**config.mk**
```make
export PLATFORM = sky130hd
export DESIGN_NAME = uart_tx_peripheral
export DESIGN_NICKNAME = d
export VERILOG_FILES = /design/src/rtl/uart_pkg.sv /design/src/rtl/uart_tx_peripheral_sync_fifo.sv /design/src/rtl/uart_tx_peripheral.sv
export SDC_FILE = /design/constraint.sdc
export NUM_CORES = 1
export LEC_CHECK = 0
export BUFFER_PORTS_ARGS = -buffer_cell sky130_fd_sc_hd__buf_2
export CORE_ASPECT_RATIO = 1.5
export CORE_UTILIZATION = 29
export CTS_CLUSTER_DIAMETER = 150
export DETAILED_ROUTE_END_ITERATION = 8
export SLEW_MARGIN = 40
export SYNTH_ARGS = -nofsm -noshare
export SYNTH_HDL_FRONTEND = slang
export SYNTH_HIERARCHICAL = 1
export SYNTH_SLANG_ARGS = --single-unit
export TNS_END_PERCENT = 10
```
**constraint.sdc**
```tcl
create_clock -name clk -period 4.8 [get_ports clk]
set_clock_uncertainty 0.05 [all_clocks]
set_input_delay 0.96 -clock clk [delete_from_list [all_inputs] [get_ports clk]]
set_output_delay 0.96 -clock clk [all_outputs]
set_load 0.1 [all_outputs]
```
**src/rtl/uart_pkg.sv**
```systemverilog
// Shared definitions for the UART transmitter peripheral: register offsets,
// serialiser state encoding and STATUS bit positions.
package uart_pkg;

    localparam int unsigned REG_TXDATA  = 0;
    localparam int unsigned REG_STATUS  = 1;
    localparam int unsigned REG_DIVISOR = 2;

    localparam int unsigned STAT_BUSY    = 0;
    localparam int unsigned STAT_FULL    = 1;
    localparam int unsigned STAT_EMPTY   = 2;
    localparam int unsigned STAT_OVF     = 3;
    localparam int unsigned STAT_CNT_LSB = 4;
    localparam int unsigned STAT_CNT_MSB = 10;
    localparam int unsigned STAT_PARITY  = 11;

    typedef enum logic [2:0] {
        IDLE   = 3'd0,
        START  = 3'd1,
        DATA   = 3'd2,
        PARITY = 3'd3,
        STOP   = 3'd4
    } tx_state_e;

    // Divisors below 2 cannot produce a bit period, so they run as 2.
    function automatic logic [15:0] eff_divisor(input logic [15:0] div);
        return (div < 16'd2) ? 16'd2 : div;
    endfunction

endpackage

```
**src/rtl/uart_tx_peripheral_sync_fifo.sv**
```systemverilog
// Synchronous FIFO with push/pop/full/empty/count; a push while full is
// accepted only when a pop happens in the same cycle.
module sync_fifo #(
    parameter  int unsigned WIDTH = 8,
    parameter  int unsigned DEPTH = 8,
    localparam int unsigned CNT_W = $clog2(DEPTH) + 1
) (
    input  logic             clk,
    input  logic             rst_n,
    input  logic             i_push,
    input  logic [WIDTH-1:0] i_data,
    input  logic             i_pop,
    output logic [WIDTH-1:0] o_rd_data_c,
    output logic             o_full_c,
    output logic             o_empty_c,
    output logic [CNT_W-1:0] o_count
);

    localparam int unsigned PTR_W = $clog2(DEPTH);

    logic [WIDTH-1:0] r_mem [DEPTH];
    logic [PTR_W-1:0] r_wr_ptr;
    logic [PTR_W-1:0] r_rd_ptr;
    logic [CNT_W-1:0] r_count;
    logic             w_push;
    logic             w_pop;

    assign o_full_c    = (r_count == CNT_W'(DEPTH));
    assign o_empty_c   = (r_count == '0);
    assign o_rd_data_c = r_mem[r_rd_ptr];
    assign o_count     = r_count;
    assign w_pop       = i_pop && !o_empty_c;
    assign w_push      = i_push && (!o_full_c || w_pop);

    always_ff @(posedge clk) begin
        if (!rst_n) begin
            r_wr_ptr <= '0;
            r_rd_ptr <= '0;
            r_count  <= '0;
        end else begin
            if (w_push) r_wr_ptr <= r_wr_ptr + PTR_W'(1);
            if (w_pop)  r_rd_ptr <= r_rd_ptr + PTR_W'(1);
            case ({w_push, w_pop})
                2'b10:   r_count <= r_count + CNT_W'(1);
                2'b01:   r_count <= r_count - CNT_W'(1);
                default: r_count <= r_count;
            endcase
        end
    end

    // Storage needs no reset; entries are only read after being written.
    always_ff @(posedge clk) begin
        if (w_push) r_mem[r_wr_ptr] <= i_data;
    end

endmodule

```
**src/rtl/uart_tx_peripheral.sv**
```systemverilog
// Memory-mapped UART transmitter: bus decode, divisor, baud counter and
// serialiser FSM. Define UART_TX_PARITY_EN to add an even-parity bit.
module uart_tx_peripheral
    import uart_pkg::*;
#(
    parameter int unsigned FIFO_DEPTH      = 8,
    parameter logic [15:0] DEFAULT_DIVISOR = 16'd434,
    parameter int unsigned ADDR_MSB        = 3
) (
    input  logic        clk,
    input  logic        rst_n,
    input  logic        rd_en_i,
    input  logic        wr_en_i,
    input  logic [31:0] addr_i,
    input  logic [31:0] data_i,
    output logic [31:0] data_o,
    output logic        tx_o,
    output logic        irq_o
);

    localparam int unsigned SEL_W = ADDR_MSB - 1;
    localparam int unsigned CNT_W = $clog2(FIFO_DEPTH) + 1;
`ifdef UART_TX_PARITY_EN
    localparam logic PARITY_EN = 1'b1;
`else
    localparam logic PARITY_EN = 1'b0;
`endif

    logic [SEL_W-1:0] w_sel;
    logic             w_wr_txdata;
    logic             w_wr_div;
    logic             w_rd_status;
    logic [7:0]       w_fifo_data;
    logic             w_full;
    logic             w_empty;
    logic [CNT_W-1:0] w_count;
    logic             w_tick;
    logic             w_pop;
    logic [31:0]      w_status;
    logic [31:0]      w_rd_mux;
    tx_state_e        r_state;
    tx_state_e        w_state_next;
    logic [15:0]      r_div;
    logic [15:0]      r_div_active;
    logic [15:0]      r_baud_cnt;
    logic [7:0]       r_shift;
    logic [2:0]       r_bit_idx;
    logic             r_parity;
    logic             r_ovf;
    logic             r_tx;
    logic             r_irq;
    logic [31:0]      r_rd_data;
    logic             w_unused_bits;

    assign w_sel         = addr_i[ADDR_MSB:2];
    assign w_wr_txdata   = wr_en_i && (w_sel == SEL_W'(REG_TXDATA));
    assign w_wr_div      = wr_en_i && (w_sel == SEL_W'(REG_DIVISOR));
    assign w_rd_status   = rd_en_i && (w_sel == SEL_W'(REG_STATUS));
    assign w_tick        = (r_state != IDLE) && (r_baud_cnt == r_div_active - 16'd1);
    assign w_unused_bits = &{1'b0, addr_i[31:ADDR_MSB+1], addr_i[1:0], data_i[31:16]};

    assign data_o = r_rd_data;
    assign tx_o   = r_tx;
    assign irq_o  = r_irq;

    sync_fifo #(
        .WIDTH (8),
        .DEPTH (FIFO_DEPTH)
    ) u_fifo (
        .clk         (clk),
        .rst_n       (rst_n),
        .i_push      (w_wr_txdata),
        .i_data      (data_i[7:0]),
        .i_pop       (w_pop),
        .o_rd_data_c (w_fifo_data),
        .o_full_c    (w_full),
        .o_empty_c   (w_empty),
        .o_count     (w_count)
    );

    always_ff @(posedge clk) begin
        if (!rst_n) r_state <= IDLE;
        else        r_state <= w_state_next;
    end

    always_comb begin
        w_state_next = r_state;
        w_pop        = 1'b0;
        case (r_state)
            IDLE: begin
                if (!w_empty) begin
                    w_pop        = 1'b1;
                    w_state_next = START;
                end
            end
            START: if (w_tick) w_state_next = DATA;
            DATA: begin
                if (w_tick && (r_bit_idx == 3'd7)) begin
`ifdef UART_TX_PARITY_EN
                    w_state_next = PARITY;
`else
                    w_state_next = STOP;
`endif
                end
            end
            PARITY: if (w_tick) w_state_next = STOP;
            STOP: begin
                // Chain straight into the next start bit when data is waiting.
                if (w_tick) begin
                    if (!w_empty) begin
                        w_pop        = 1'b1;
                        w_state_next = START;
                    end else begin
                        w_state_next = IDLE;
                    end
                end
            end
            default: w_state_next = IDLE;
        endcase
    end

    // Divisor is re-latched only at bit boundaries (and freely while idle).
    always_ff @(posedge clk) begin
        if (!rst_n) begin
            r_baud_cnt   <= '0;
            r_div_active <= eff_divisor(DEFAULT_DIVISOR);
            r_shift      <= '0;
            r_bit_idx    <= '0;
            r_parity     <= 1'b0;
        end else begin
            if (w_pop) begin
                r_shift   <= w_fifo_data;
                r_parity  <= ^w_fifo_data;
                r_bit_idx <= '0;
            end else if (w_tick && (r_state == DATA)) begin
                r_shift   <= r_shift >> 1;
                r_bit_idx <= r_bit_idx + 3'd1;
            end
            if ((r_state == IDLE) || w_tick) begin
                r_baud_cnt   <= '0;
                r_div_active <= eff_divisor(r_div);
            end else begin
                r_baud_cnt   <= r_baud_cnt + 16'd1;
            end
        end
    end

    always_comb begin
        w_status                            = '0;
        w_status[STAT_BUSY]                 = (r_state != IDLE);
        w_status[STAT_FULL]                 = w_full;
        w_status[STAT_EMPTY]                = w_empty;
        w_status[STAT_OVF]                  = r_ovf;
        w_status[STAT_CNT_MSB:STAT_CNT_LSB] = 7'(w_count);
        w_status[STAT_PARITY]               = PARITY_EN;
        case (w_sel)
            SEL_W'(REG_STATUS):  w_rd_mux = w_status;
            SEL_W'(REG_DIVISOR): w_rd_mux = {16'h0000, r_div};
            default:             w_rd_mux = '0;
        endcase
    end

    // Reads capture pre-write contents; a STATUS read clears the sticky overflow.
    always_ff @(posedge clk) begin
        if (!rst_n) begin
            r_div     <= DEFAULT_DIVISOR;
            r_rd_data <= '0;
            r_ovf     <= 1'b0;
        end else begin
            if (w_wr_div) r_div <= data_i[15:0];
            if (rd_en_i)  r_rd_data <= w_rd_mux;
            if (w_wr_txdata && w_full && !w_pop) r_ovf <= 1'b1;
            else if (w_rd_status)                r_ovf <= 1'b0;
        end
    end

    always_ff @(posedge clk) begin
        if (!rst_n) begin
            r_tx  <= 1'b1;
            r_irq <= 1'b1;
        end else begin
            r_irq <= w_empty && (r_state == IDLE);
            case (r_state)
                START:   r_tx <= 1'b0;
                DATA:    r_tx <= r_shift[0];
                PARITY:  r_tx <= r_parity;
                default: r_tx <= 1'b1;
            endcase
        end
    end

endmodule
```
# Word level (Yosys, flattened, before mapping)
# Memory sizes are Yosys's and may differ from the RTL's. A register that Yosys moved wholly into a read port is not among the register bits.
# Cells that the tools add are included.
[op_classes]
n_addsub = 7
n_lt_le_gt_ge = 1
n_eq_ne = 16
mux = 22
n_bitwise = 1
reduce_logical = 27
[op_table]
columns = ["op", "count"]
rows = [
  ["$pmux W16 S2", 1],
  ["$mux W3", 7],
  ["$add A16 B1 Y16 const B", 1],
  ["$eq A16 B16 Y1", 1],
  ["$lt A16 B2 Y1 const B", 1],
  ["$mux W16", 1],
  ["$mux W8", 2],
  ["$sub A16 B1 Y16 const B", 1],
  ["$pmux W3 S5", 1],
  ["$logic_and A1 B1 Y1", 11],
  ["$ne A2 B2 Y1 const B", 5],
  ["$add A3 B1 Y3 const B", 3],
  ["$pmux W4 S2", 1],
  ["$reduce_xor A8 Y1", 1],
  ["$mux W1", 7],
  ["$eq A3 B2 Y1 const B", 2],
  ["$eq A3 B3 Y1 const B", 2],
  ["$reduce_bool A2 Y1", 3],
  ["$reduce_and A5 Y1", 1],
  ["$add A4 B1 Y4 const B", 1],
  ["$eq A2 B1 Y1 const B", 2],
  ["$eq A2 B2 Y1 const B", 2],
  ["$eq A4 B4 Y1 const B", 1],
  ["$logic_not A4 Y1", 1],
  ["other kinds (11)", 15],
]
[totals]
register_bits = 108
ram_bits = 64
in_bits = 68
out_inout_bits = 34
word_cells = 89
n_memories = 1
[memory_table]
columns = ["name", "depth", "word_bits", "read_ports", "rd_clocked_by_memory_dff", "wr", "line_no", "text"]
rows = [
  ["u_fifo.r_mem", 8, 8, 1, 1, 1, "uart_tx_peripheral_sync_fifo.sv:21", "logic [WIDTH-1:0] r_mem [DEPTH];"],
]

# Depth between registers and ports, before layout
# Gate-level depths: netlist of run 1.
[logic_depth]
depth_word = 10
depth_mapped = 19
ltp_nobuf = 17

# By module
# The synthesis of run 1 kept the hierarchy.
[modules_own_cells]
columns = ["module", "n_inst", "cells_each", "area_each_um2", "seq_area_each_um2"]
rows = [
  ["uart_tx_peripheral", 1, 489, 4007.6, 1641.6],
  ["sync_fifo", 1, 176, 3204.3, 2182.1],
]

# Least setup slack after synthesis of run 1
# Ideal clock, no wire load.
[synth_path]
path_type = "reg2reg"
startpoint = "register r_div_active[0]"
endpoint = "register u_fifo.r_count[3] (netlist: u_fifo/o_count[3])"
arrival_time_ns = 4.217
t_required_ns = 4.635
path_slack_ns = 0.418
path_stages_with_launch = 19
period_less_slack_ns = 4.382
path_cell_list = "dfxtp_1 > inv_1 > ha_1 > or4b_1 > or4b_1 > xnor2_1 > a311oi_1 > nor4_4 > a21oi_1 > clkbuf_1 > inv_1 > o21ai_2 > nand2b_1 > inv_1 > ha_1 > nand3_1 > a211o_1 > a32o_1 > o21a_1"
[synth_via]
elab_chain_len = 10
[synth_lines]
columns = ["item", "line_no", "text"]
rows = [
  ["from (decl)", "uart_tx_peripheral.sv:44", "logic [15:0] r_div_active;"],
  ["from (signal assigned)", "uart_tx_peripheral.sv:126", "r_div_active <= eff_divisor(DEFAULT_DIVISOR);"],
  ["from (signal assigned)", "uart_tx_peripheral.sv:141", "r_div_active <= eff_divisor(r_div);"],
  ["$sub A16 B1 Y16 (*)", "uart_tx_peripheral.sv:59", "assign w_tick = (r_state != IDLE) && (r_baud_cnt == r_div_active - 16'd1);"],
  ["$eq A16 B16 Y1 (*)", "uart_tx_peripheral.sv:59", ""],
  ["$logic_and A1 B1 Y1 (*)", "uart_tx_peripheral.sv:59", ""],
  ["$mux W1 (*)", "uart_tx_peripheral.sv:109", "if (w_tick) begin"],
  ["$pmux W1 S2 (*)", "uart_tx_peripheral.sv:89", "case (r_state)"],
  ["net w_pop", "uart_tx_peripheral.sv:38", "logic w_pop;"],
  ["$logic_and A1 B1 Y1 (*)", "uart_tx_peripheral_sync_fifo.sv:32", "assign w_pop = i_pop && !o_empty_c;"],
  ["$logic_or A1 B1 Y1", "uart_tx_peripheral_sync_fifo.sv:33", "assign w_push = i_push && (!o_full_c || w_pop);"],
  ["$logic_and A1 B1 Y1", "uart_tx_peripheral_sync_fifo.sv:33", ""],
  ["$eq A2 B1 Y1 or $eq A2 B2 Y1 (tied branches)", "uart_tx_peripheral_sync_fifo.sv:43", "case ({w_push, w_pop})"],
  ["$pmux W4 S2 or $reduce_bool A2 Y1 (tied branches)", "n/a", ""],
  ["to (signal assigned)", "uart_tx_peripheral_sync_fifo.sv:44", "2'b10: r_count <= r_count + CNT_W'(1);"],
  ["to (signal assigned)", "uart_tx_peripheral_sync_fifo.sv:45", "2'b01: r_count <= r_count - CNT_W'(1);"],
  ["to (signal assigned)", "uart_tx_peripheral_sync_fifo.sv:46", "default: r_count <= r_count;"],
  ["to (decl)", "uart_tx_peripheral_sync_fifo.sv:24", "logic [CNT_W-1:0] r_count;"],
]
# Mark *: on every way through the listed nets, which the timed path passes. The rest lies on a longest branch.
# A chain may end at the register's enable or synchronous reset.

# Final worst setup path of run 1
[layout_path]
startpoint = "register r_div_active[1]"
endpoint = "register u_fifo.r_count[3] (netlist: u_fifo/o_count[3])"
# Same word-level chain as after synthesis.

==> results.sh, run 1 <==
export IMPL_drtAntennaViolNets=0
export IMPL_netlist_area_leader_share=0.266
export IMPL_root_buffer="clkbuf_16"
export IMPL_tritoncts="done"
export IMPL_setup_viol=0
export IMPL_fin_crit_ns=4.51
export IMPL_numCtsBuffers=17
export IMPL_area_delta_synth_final_pct=14.8
export IMPL_firstDrtPassIters=4
export IMPL_wl_per_cell_um=14.9
export IMPL_synth_edf_count=64
export IMPL_setup_tns_ns=0
export IMPL_cp_max_fo=8
export IMPL_netlist_top_cells_area="edfxtp_1 27%, dfxtp_1 26%, nand2_1 3.9%"
export IMPL_start_kind="flop"
export IMPL_seq_area_frac_synth=0.530
export IMPL_critPathKind="reg2reg"
export IMPL_fin_nets=785
export IMPL_synth_top_area_cell="edfxtp_1"
export IMPL_yosys_warnings=6
export IMPL_clock_latency_ns=0.43
export IMPL_finalPower_mw=2.99
export IMPL_grt_pass1_vias=4862
export IMPL_synth_area_um2=7210
export IMPL_overflow=0
export IMPL_cts_htree_levels=4
export IMPL_syn_area_per_cell_um2=10.8
export IMPL_clkTransAtPathRegs_ns=0.06
export IMPL_synth_top_flop_cell="dfxtp_1"
export IMPL_pin_count=102
export IMPL_drive_gt1_frac=0.163
export IMPL_vias=4957
export IMPL_ctsLongestPathBuffers=2
export IMPL_reg2reg_slack_ns=0.29
export IMPL_hpwl_um=11300
export IMPL_place_gp_congestion=0.774
export IMPL_core_um2=24400
export IMPL_drc=0
export IMPL_crit_required_ns=5.07
export IMPL_final_hold_violation_count=0
export IMPL_max_freq_mhz=222
export IMPL_placed_cell_area_um2=7710
export IMPL_async_reset_ff_frac=0
export IMPL_design_area_um2=8280
export IMPL_postCtsSetupBuffers=0
export IMPL_final_max_slew_violation_count=0
export IMPL_viasPerCell=4.76
export IMPL_synth_most_common_cell="dfxtp_1"
export IMPL_grt_max_degree=33
export IMPL_grt_pass1_wl_um=25100
export IMPL_row_count=70
export IMPL_maxCapViolations=0
export IMPL_routed_wl_um=15500
export IMPL_status="completed"
export IMPL_diodes=0
export IMPL_synthTopCellsByCount="95 x dfxtp_1, 74 x nand2_1, 65 x nor2_1"
export IMPL_fillers=2445
export IMPL_synth_cells=665
export IMPL_antenna_found_initial=0
export IMPL_vdd_drop_max_mv=0.284
export IMPL_yosysUniqueCellTypes=66
export IMPL_p_per_area_nw_per_um2=361
export IMPL_start_util=0.295
export IMPL_worstPathArrival_ns=4.78
export IMPL_ys_seq_elements=159
export IMPL_leakage_nw=2.92
export IMPL_ff_latch_area_um2=3820
export IMPL_cts_sinks=159
export IMPL_timing_hold_ws_ns=0.410
export IMPL_multi_input_area_um2=3100
export IMPL_die_y_um=195
export IMPL_die_w_um=131
export IMPL_drtIter0Drc=164
export IMPL_slew_limit_headroom=0.474
export IMPL_die_area_um2=25500
export IMPL_rsz0062_at_grt="false"
export IMPL_hold_class="reg2reg"
export IMPL_grt_util_all_layers=0.130
export IMPL_numPortBuffers=39
export IMPL_finalCritPeriodShare=0.939
export IMPL_worstMarginPinSlew_ns=0.789
export IMPL_end_kind="flop"
export IMPL_cts_hold_buf=0
-- through the flow --
| step | util | cells | setup WS [ns] |
|---|---|---|---|
| floorplan | - | 680 | 0.418 |
| global placement | 0.315 | 1010 | 0.324 |
| detailed placement | 0.316 | 1010 | 0.224 |
| CTS | 0.338 | 1042 | 0.211 |
| global route | 0.339 | 1042 | 0.0196 |
| finish | 0.339 | 1042 | 0.295 |
-- path summary, 6_finish.rpt --
check / startpoint / endpoint / cells past startpoint
max: r_div_active[1]$_SDFFE_PN1P_ / u_fifo/o_count[3]$_SDFFE_PN0P_ / 17
min: r_ovf$_SDFFE_PN0P_ / r_ovf$_SDFFE_PN0P_ / 2
max reg2reg: r_div_active[1]$_SDFFE_PN1P_ / u_fifo/o_count[3]$_SDFFE_PN0P_ / 17
min reg2reg: r_ovf$_SDFFE_PN0P_ / r_ovf$_SDFFE_PN0P_ / 2
-- metal layers --
metal | global-route usage | vias to the layer above | wire (µm)
met3 | 0.0268 | 20 | 355
li1 | - | 2457 | -
met1 | 0.134 | 2410 | 6020
met4 | 0.0481 | 0 | 317
met5 | 0 | - | 0
met2 | 0.250 | 70 | 8840
-- cells in the final DEF (no fill, tap or decap), drive strengths merged, types with 6 or more instances in the layout --
master / count
nor4: 8
clkbuf: 17
a22oi: 9
nor3: 15
nand2: 74
xnor2: 27
clkinvlp: 6
a31oi: 9
a22o: 11
nand3: 24
or3: 7
ha: 11
o21ai: 15
inv: 23
buf: 56
conb: 16
o211ai: 7
dfxtp: 95
xor2: 22
a21oi: 36
nor2: 65
nand2b: 9
edfxtp: 64
mux2: 9
nand4: 6
mux4: 16
-- final cells by class --
cell class	instances	area share
clock buffers	17	0.0514
clock inverters	15	0.0163
inverters	18	0.00816
multi-input cells	453	0.374
flip-flops and latches	159	0.462
well taps	324	0.0490
repair buffers	56	0.0390
-- power breakdown --
part           switching (mW)  internal [mW]  total, mW
sequential             0.0257           1.43       1.46
combinational           0.185         0.0652      0.250
clock                   0.562          0.718       1.28
-- what timing repair did --
item / 4_1_cts / 5_1_grt
gates resized for setup: 0 / 1
endpoints found under the hold margin: 0 / 0
endpoints found under the setup margin: 0 / 1
-- flip-flops by register name, summed over array words and instances (netlist names), 3 cells and up, named ones only --
name and cells:
data_o 16, r_baud_cnt 16, r_bit_idx 3, r_div 16, r_div_active 16, r_shift 8, r_state 3, u_fifo/o_count 4
u_fifo/r_mem 64, u_fifo/r_rd_ptr 3, u_fifo/r_wr_ptr 3
-- critical path, cell delays in order (launching register included) --
cell	delay, ns
dfxtp_1	0.34
inv_1	0.09
ha_1	0.17
or4b_1	0.56
or4b_1	0.53
xnor2_1	0.15
a311oi_2	0.33
nor4_4	0.07
a21oi_1	0.29
inv_1	0.22
o21ai_2	0.15
nand2b_1	0.17
inv_1	0.07
ha_1	0.33
nand3_1	0.16
a211o_1	0.31
a32o_1	0.25
o21a_1	0.16
-- cells by family (layout without fill, tap and decap cells) --
| logic type | count (synthesis) | in the layout | share of synthesized area |
|---|---|---|---|
| multiplexers | 28 | 28 | 0.0734 |
| AO/OA/AOI/OAI | 115 | 115 | 0.111 |
| flip-flops | 159 | 159 | 0.530 |
| XOR/XNOR | 49 | 49 | 0.0595 |
| AND/OR/NAND/NOR | 233 | 233 | 0.154 |
| adder cells (fa/ha/maj) | 12 | 12 | 0.0219 |
| other | 1 | 16 | 0.000520 |
| buffers and inverters | 68 | 106 | 0.0493 |
(Power assumes the default switching activity.)
==> run 2: changes to the inputs <==
--- a/config.mk
+++ b/config.mk
@@ -10,6 +10,7 @@
 export CORE_UTILIZATION = 29
 export CTS_CLUSTER_DIAMETER = 150
 export DETAILED_ROUTE_END_ITERATION = 8
+export PLACE_DENSITY = 0.56
 export SLEW_MARGIN = 40
 export SYNTH_ARGS = -nofsm -noshare
 export SYNTH_HDL_FRONTEND = slang
==> results.sh, run 2 (same netlist as run 1, synthesis figures left out) <==
export IMPL_status="completed"
export IMPL_p_per_area_nw_per_um2=371
export IMPL_mostFrequentLayoutCells="94 x dfxtp_1, 74 x nand2_1, 65 x nor2_1"
export IMPL_place_gp_congestion=0.769
export IMPL_cts_hold_buf=0
export IMPL_largest_reg_flops=64
export IMPL_vdd_drop_max_mv=0.358
export IMPL_setup_tns_ns=0
export IMPL_grt_util_all_layers=0.130
export IMPL_vias=4957
export IMPL_critPathKind="reg2reg"
export IMPL_viasPerCell=4.76
export IMPL_die_w_um=131
export IMPL_ctsLongestPathBuffers=2
export IMPL_fin_nets=785
export IMPL_hpwl_um=11500
export IMPL_hold_class="reg2reg"
export IMPL_firstDrtPassIters=4
export IMPL_cp_max_fo=6
export IMPL_clkTransAtPathRegs_ns=0.06
export IMPL_wl_per_cell_um=15.1
export IMPL_worstHoldStart="r_bit_idx[1]$_SDFFE_PP0P_"
export IMPL_leakage_nw=2.95
export IMPL_reg2reg_slack_ns=0.28
export IMPL_worstMarginPinSlew_ns=0.769
export IMPL_core_um2=24400
export IMPL_crit_path_top_delay_cell="or4b_1"
export IMPL_final_hold_violation_count=0
export IMPL_routed_wl_um=15800
export IMPL_fin_crit_ns=4.52
export IMPL_cp_top_family="compound AO/OA/AOI/OAI gates"
export IMPL_area_delta_synth_final_pct=15.4
export IMPL_numCtsBuffers=17
export IMPL_whs_endpoint="r_bit_idx[1]$_SDFFE_PP0P_"
export IMPL_r2r_cells=17
export IMPL_drive_gt1_frac=0.163
export IMPL_design_area_um2=8320
export IMPL_start_kind="flop"
export IMPL_row_count=70
export IMPL_start_util=0.295
export IMPL_clock_latency_ns=0.43
export IMPL_postCtsSetupBuffers=0
export IMPL_final_cells=1042
export IMPL_diodes=0
export IMPL_worstReg2RegStart="r_div_active[0]$_SDFFE_PN0P_"
export IMPL_finalPower_mw=3.09
export IMPL_worstPathArrival_ns=4.80
export IMPL_worst_path_most_repeated_cell="inv_1"
export IMPL_end_kind="flop"
export IMPL_min_path_cells=2
export IMPL_timing_rr_end="u_fifo/o_count[3]$_SDFFE_PN0P_"
export IMPL_drtAntennaViolNets=0
export IMPL_antenna_found_initial=0
export IMPL_drc=0
export IMPL_die_area_um2=25500
export IMPL_cts_htree_levels=4
export IMPL_max_freq_mhz=221
export IMPL_cts_sinks=159
export IMPL_die_y_um=195
export IMPL_final_common_cell="dfxtp_1"
export IMPL_rsz0062_at_grt="false"
export IMPL_maxCapViolations=0
export IMPL_numPortBuffers=39
export IMPL_overflow=0
export IMPL_placed_cell_area_um2=7710
export IMPL_root_buffer="clkbuf_16"
export IMPL_grt_max_degree=33
export IMPL_drtIter0Drc=234
export IMPL_slew_limit_headroom=0.487
export IMPL_path_cells="inv_1, ha_1, or4b_1, or4b_1, xnor2_1, a311oi_1, nor4_4, a21oi_1, inv_1, o21ai_2, nand2b_1, inv_1, ha_1, nand3_1, a211o_1, a32o_1, o21a_1"
export IMPL_tritoncts="done"
export IMPL_grt_pass1_vias=4844
export IMPL_crit_required_ns=5.07
export IMPL_placed_cells=1010
export IMPL_setup_viol=0
export IMPL_ctsResizeCount=0
export IMPL_final_max_slew_violation_count=0
export IMPL_top_register="u_fifo/r_mem"
export IMPL_grt_pass1_wl_um=24800
export IMPL_fillers=2445
export IMPL_slowest_delay_ns=0.55
export IMPL_path_buf_inv=3
export IMPL_pin_count=102
export IMPL_finalCritPeriodShare=0.942
run 2: how the worst max path moves through the flow:
| stage | from | to | slack [ns] | cells after the start |
|---|---|---|---|---|
| final | r_div_active[0]$_SDFFE_PN0P_ | u_fifo/o_count[3]$_SDFFE_PN0P_ | 0.28 | 17 |
| after CTS | r_div_active[0]$_SDFFE_PN0P_ | u_fifo/o_count[3]$_SDFFE_PN0P_ | 0.26 | 17 |
| after global routing | r_div_active[0]$_SDFFE_PN0P_ | u_fifo/o_count[3]$_SDFFE_PN0P_ | 0.04 | 17 |
| after global placement | r_div_active[0]$_SDFFE_PN0P_ | u_fifo/o_count[3]$_SDFFE_PN0P_ | 0.36 | 17 |
| after detailed placement | r_div_active[0]$_SDFFE_PN0P_ | u_fifo/o_count[3]$_SDFFE_PN0P_ | 0.28 | 17 |
| after floorplan | r_div_active[0]$_SDFFE_PN0P_ | u_fifo/o_count[3]$_SDFFE_PN0P_ | 0.42 | 18 |
run 2: routing by layer:
| metal | vias up | global-route usage | wire length [µm] |
|---|---|---|---|
| met5 | - | 0 | 0 |
| met4 | 0 | 0.0634 | 485 |
| met3 | 30 | 0.0290 | 468 |
| met2 | 93 | 0.243 | 8800 |
| met1 | 2381 | 0.131 | 6000 |
| li1 | 2453 | - | - |
run 2: tightest hold or removal path, delay by kind of cell, from the launching register on:
kind	cells	cell delay, ns
DFF	1	0.31
AOI/OAI and AO/OA	1	0.05
and+or+nand+nor	1	0.05
run 2: metrics by stage:
step	setup slack (ns)	hold slack (ns)	util
after floorplan	0.418	0.382	-
after global placement	0.358	0.393	0.315
after detailed placement	0.276	0.402	0.316
after CTS	0.260	0.411	0.340
after global routing	0.0413	0.434	0.340
final	0.279	0.408	0.340
run 2: where the power goes:
group	switching [mW]	total [mW]	internal (mW)	leakage [nW]
combinational	0.184	0.250	0.0664	1.32
sequential	0.0263	1.46	1.43	1.35
clock	0.585	1.38	0.799	0.287
total	0.795	3.09	2.29	2.95
run 2: cell type report:
| class | count | area [µm²] | share of cell area |
|---|---|---|---|
| clock inverter | 14 | 170 | 0.0205 |
| tap | 324 | 405 | 0.0487 |
| sequential | 159 | 3820 | 0.460 |
| multi-input combinational | 453 | 3090 | 0.371 |
| clock buffer | 18 | 439 | 0.0528 |
| inverter | 18 | 67.6 | 0.00812 |
| timing repair buffer | 56 | 323 | 0.0388 |
==> run 3: changes to the inputs <==
--- a/config.mk
+++ b/config.mk
@@ -10,7 +10,7 @@
 export CORE_UTILIZATION = 29
 export CTS_CLUSTER_DIAMETER = 150
 export DETAILED_ROUTE_END_ITERATION = 8
-export PLACE_DENSITY = 0.56
+export PLACE_DENSITY = 0.51
 export SLEW_MARGIN = 40
 export SYNTH_ARGS = -nofsm -noshare
 export SYNTH_HDL_FRONTEND = slang
==> results.sh, run 3 (same netlist as run 1, synthesis figures left out) <==
export IMPL_maxCapViolations=0
export IMPL_path_cells="inv_1, ha_1, or4b_1, or4b_1, xnor2_1, a311oi_1, nor4_4, a21oi_1, inv_1, o21ai_2, nand2b_1, inv_1, ha_1, nand3_1, a211o_1, a32o_1, o21a_1"
export IMPL_grt_util_all_layers=0.134
export IMPL_top_register="u_fifo/r_mem"
export IMPL_drtAntennaViolNets=0
export IMPL_crit_path_top_delay_cell="or4b_1"
export IMPL_grt_max_degree=33
export IMPL_clkTransAtPathRegs_ns=0.07
export IMPL_firstDrtPassIters=5
export IMPL_leakage_nw=2.96
export IMPL_diodes=0
export IMPL_setup_viol=0
export IMPL_tritoncts="done"
export IMPL_drtIter0Drc=173
export IMPL_cts_htree_levels=4
export IMPL_hpwl_um=11700
export IMPL_pin_count=102
export IMPL_mostFrequentLayoutCells="94 x dfxtp_1, 74 x nand2_1, 65 x nor2_1"
export IMPL_die_w_um=131
export IMPL_vdd_drop_max_mv=0.276
export IMPL_die_y_um=195
export IMPL_p_per_area_nw_per_um2=371
export IMPL_final_max_slew_violation_count=0
export IMPL_slew_limit_headroom=0.471
export IMPL_die_area_um2=25500
export IMPL_postCtsSetupBuffers=0
export IMPL_cp_max_fo=5
export IMPL_grt_pass1_wl_um=25700
export IMPL_fin_nets=785
export IMPL_overflow=0
export IMPL_worstMarginPinSlew_ns=0.793
export IMPL_slowest_delay_ns=0.55
export IMPL_place_gp_congestion=0.763
export IMPL_max_freq_mhz=224
export IMPL_cts_sinks=159
export IMPL_numPortBuffers=39
export IMPL_viasPerCell=4.77
export IMPL_worstPathArrival_ns=4.73
export IMPL_vias=4966
export IMPL_finalCritPeriodShare=0.929
export IMPL_fin_crit_ns=4.46
export IMPL_end_kind="flop"
export IMPL_numCtsBuffers=17
export IMPL_status="completed"
export IMPL_cp_top_family="compound AO/OA/AOI/OAI gates"
export IMPL_drive_gt1_frac=0.162
export IMPL_clock_latency_ns=0.43
export IMPL_row_count=70
export IMPL_final_common_cell="dfxtp_1"
export IMPL_ctsResizeCount=0
export IMPL_path_buf_inv=3
export IMPL_worst_path_most_repeated_cell="inv_1"
export IMPL_largest_reg_flops=64
export IMPL_cts_hold_buf=0
export IMPL_critPathKind="reg2reg"
export IMPL_pre_cts_slack_ns=0.292
export IMPL_grt_pass1_vias=4978
export IMPL_antenna_found_initial=0
export IMPL_wl_per_cell_um=15.4
export IMPL_drc=0
export IMPL_layout_setup_ws_ns=0.341
export IMPL_rsz0062_at_grt="false"
export IMPL_area_delta_synth_final_pct=15.2
export IMPL_core_um2=24400
export IMPL_setup_tns_ns=0
export IMPL_ctsLongestPathBuffers=2
export IMPL_start_kind="flop"
export IMPL_crit_required_ns=5.07
export IMPL_root_buffer="clkbuf_16"
export IMPL_final_hold_violation_count=0
export IMPL_hold_class="reg2reg"
export IMPL_start_util=0.295
export IMPL_routed_wl_um=16100
==> run 3: final timing paths <==
check	depth (start not counted)	end	slack (ns)	startpoint
worst min register to register	2	r_bit_idx[1]$_SDFFE_PP0P_	0.41	r_bit_idx[1]$_SDFFE_PP0P_
worst max register to register	17	u_fifo/o_count[3]$_SDFFE_PN0P_	0.34	r_div_active[1]$_SDFFE_PN1P_
worst max-delay path	17	u_fifo/o_count[3]$_SDFFE_PN0P_	0.34	r_div_active[1]$_SDFFE_PN1P_
worst min-delay path	2	r_bit_idx[1]$_SDFFE_PP0P_	0.41	r_bit_idx[1]$_SDFFE_PP0P_
==> run 3: cell type report <==
class | instances | area [µm²]
clock buffer | 17 | 425
timing repair buffer | 56 | 323
inverter | 18 | 67.6
tap | 324 | 405
multi-input combinational | 453 | 3090
sequential | 159 | 3820
clock inverter | 15 | 174
fill | 2481 | 16100
==> run 3: stage by stage <==
step                      area (µm²)  std cells  total power, mW   util  hold slack (ns)
final                           8310       1042             3.08  0.340            0.408
after detailed placement        7710       1010             1.74  0.316            0.398
after CTS                       8310       1042             3.12  0.340            0.408
after global routing            8310       1042             3.20  0.340            0.424
after floorplan                 7270        680             1.68      -            0.382
after global placement          7710       1010             1.74  0.315            0.393
==> run 3: routing by layer <==
layer  up-vias  wire (µm)  GRT usage  part of all wire
met5         -          0          0                 0
met4         0        476     0.0583             0.030
met3        30        367     0.0290             0.023
met2        71       8880      0.251              0.55
met1      2414       6330      0.138              0.39
li1       2451          -          -                 -
==> run 3: worst min-delay path, cell delays in order, from the launching register on <==
cell,delay (ns)
dfxtp_1,0.31
nand2_1,0.05
a21oi_1,0.05
==> run 3: where the power goes <==
group	internal [mW]	switching, mW
logic	0.0661	0.185
clock network	0.784	0.594
registers	1.43	0.0260
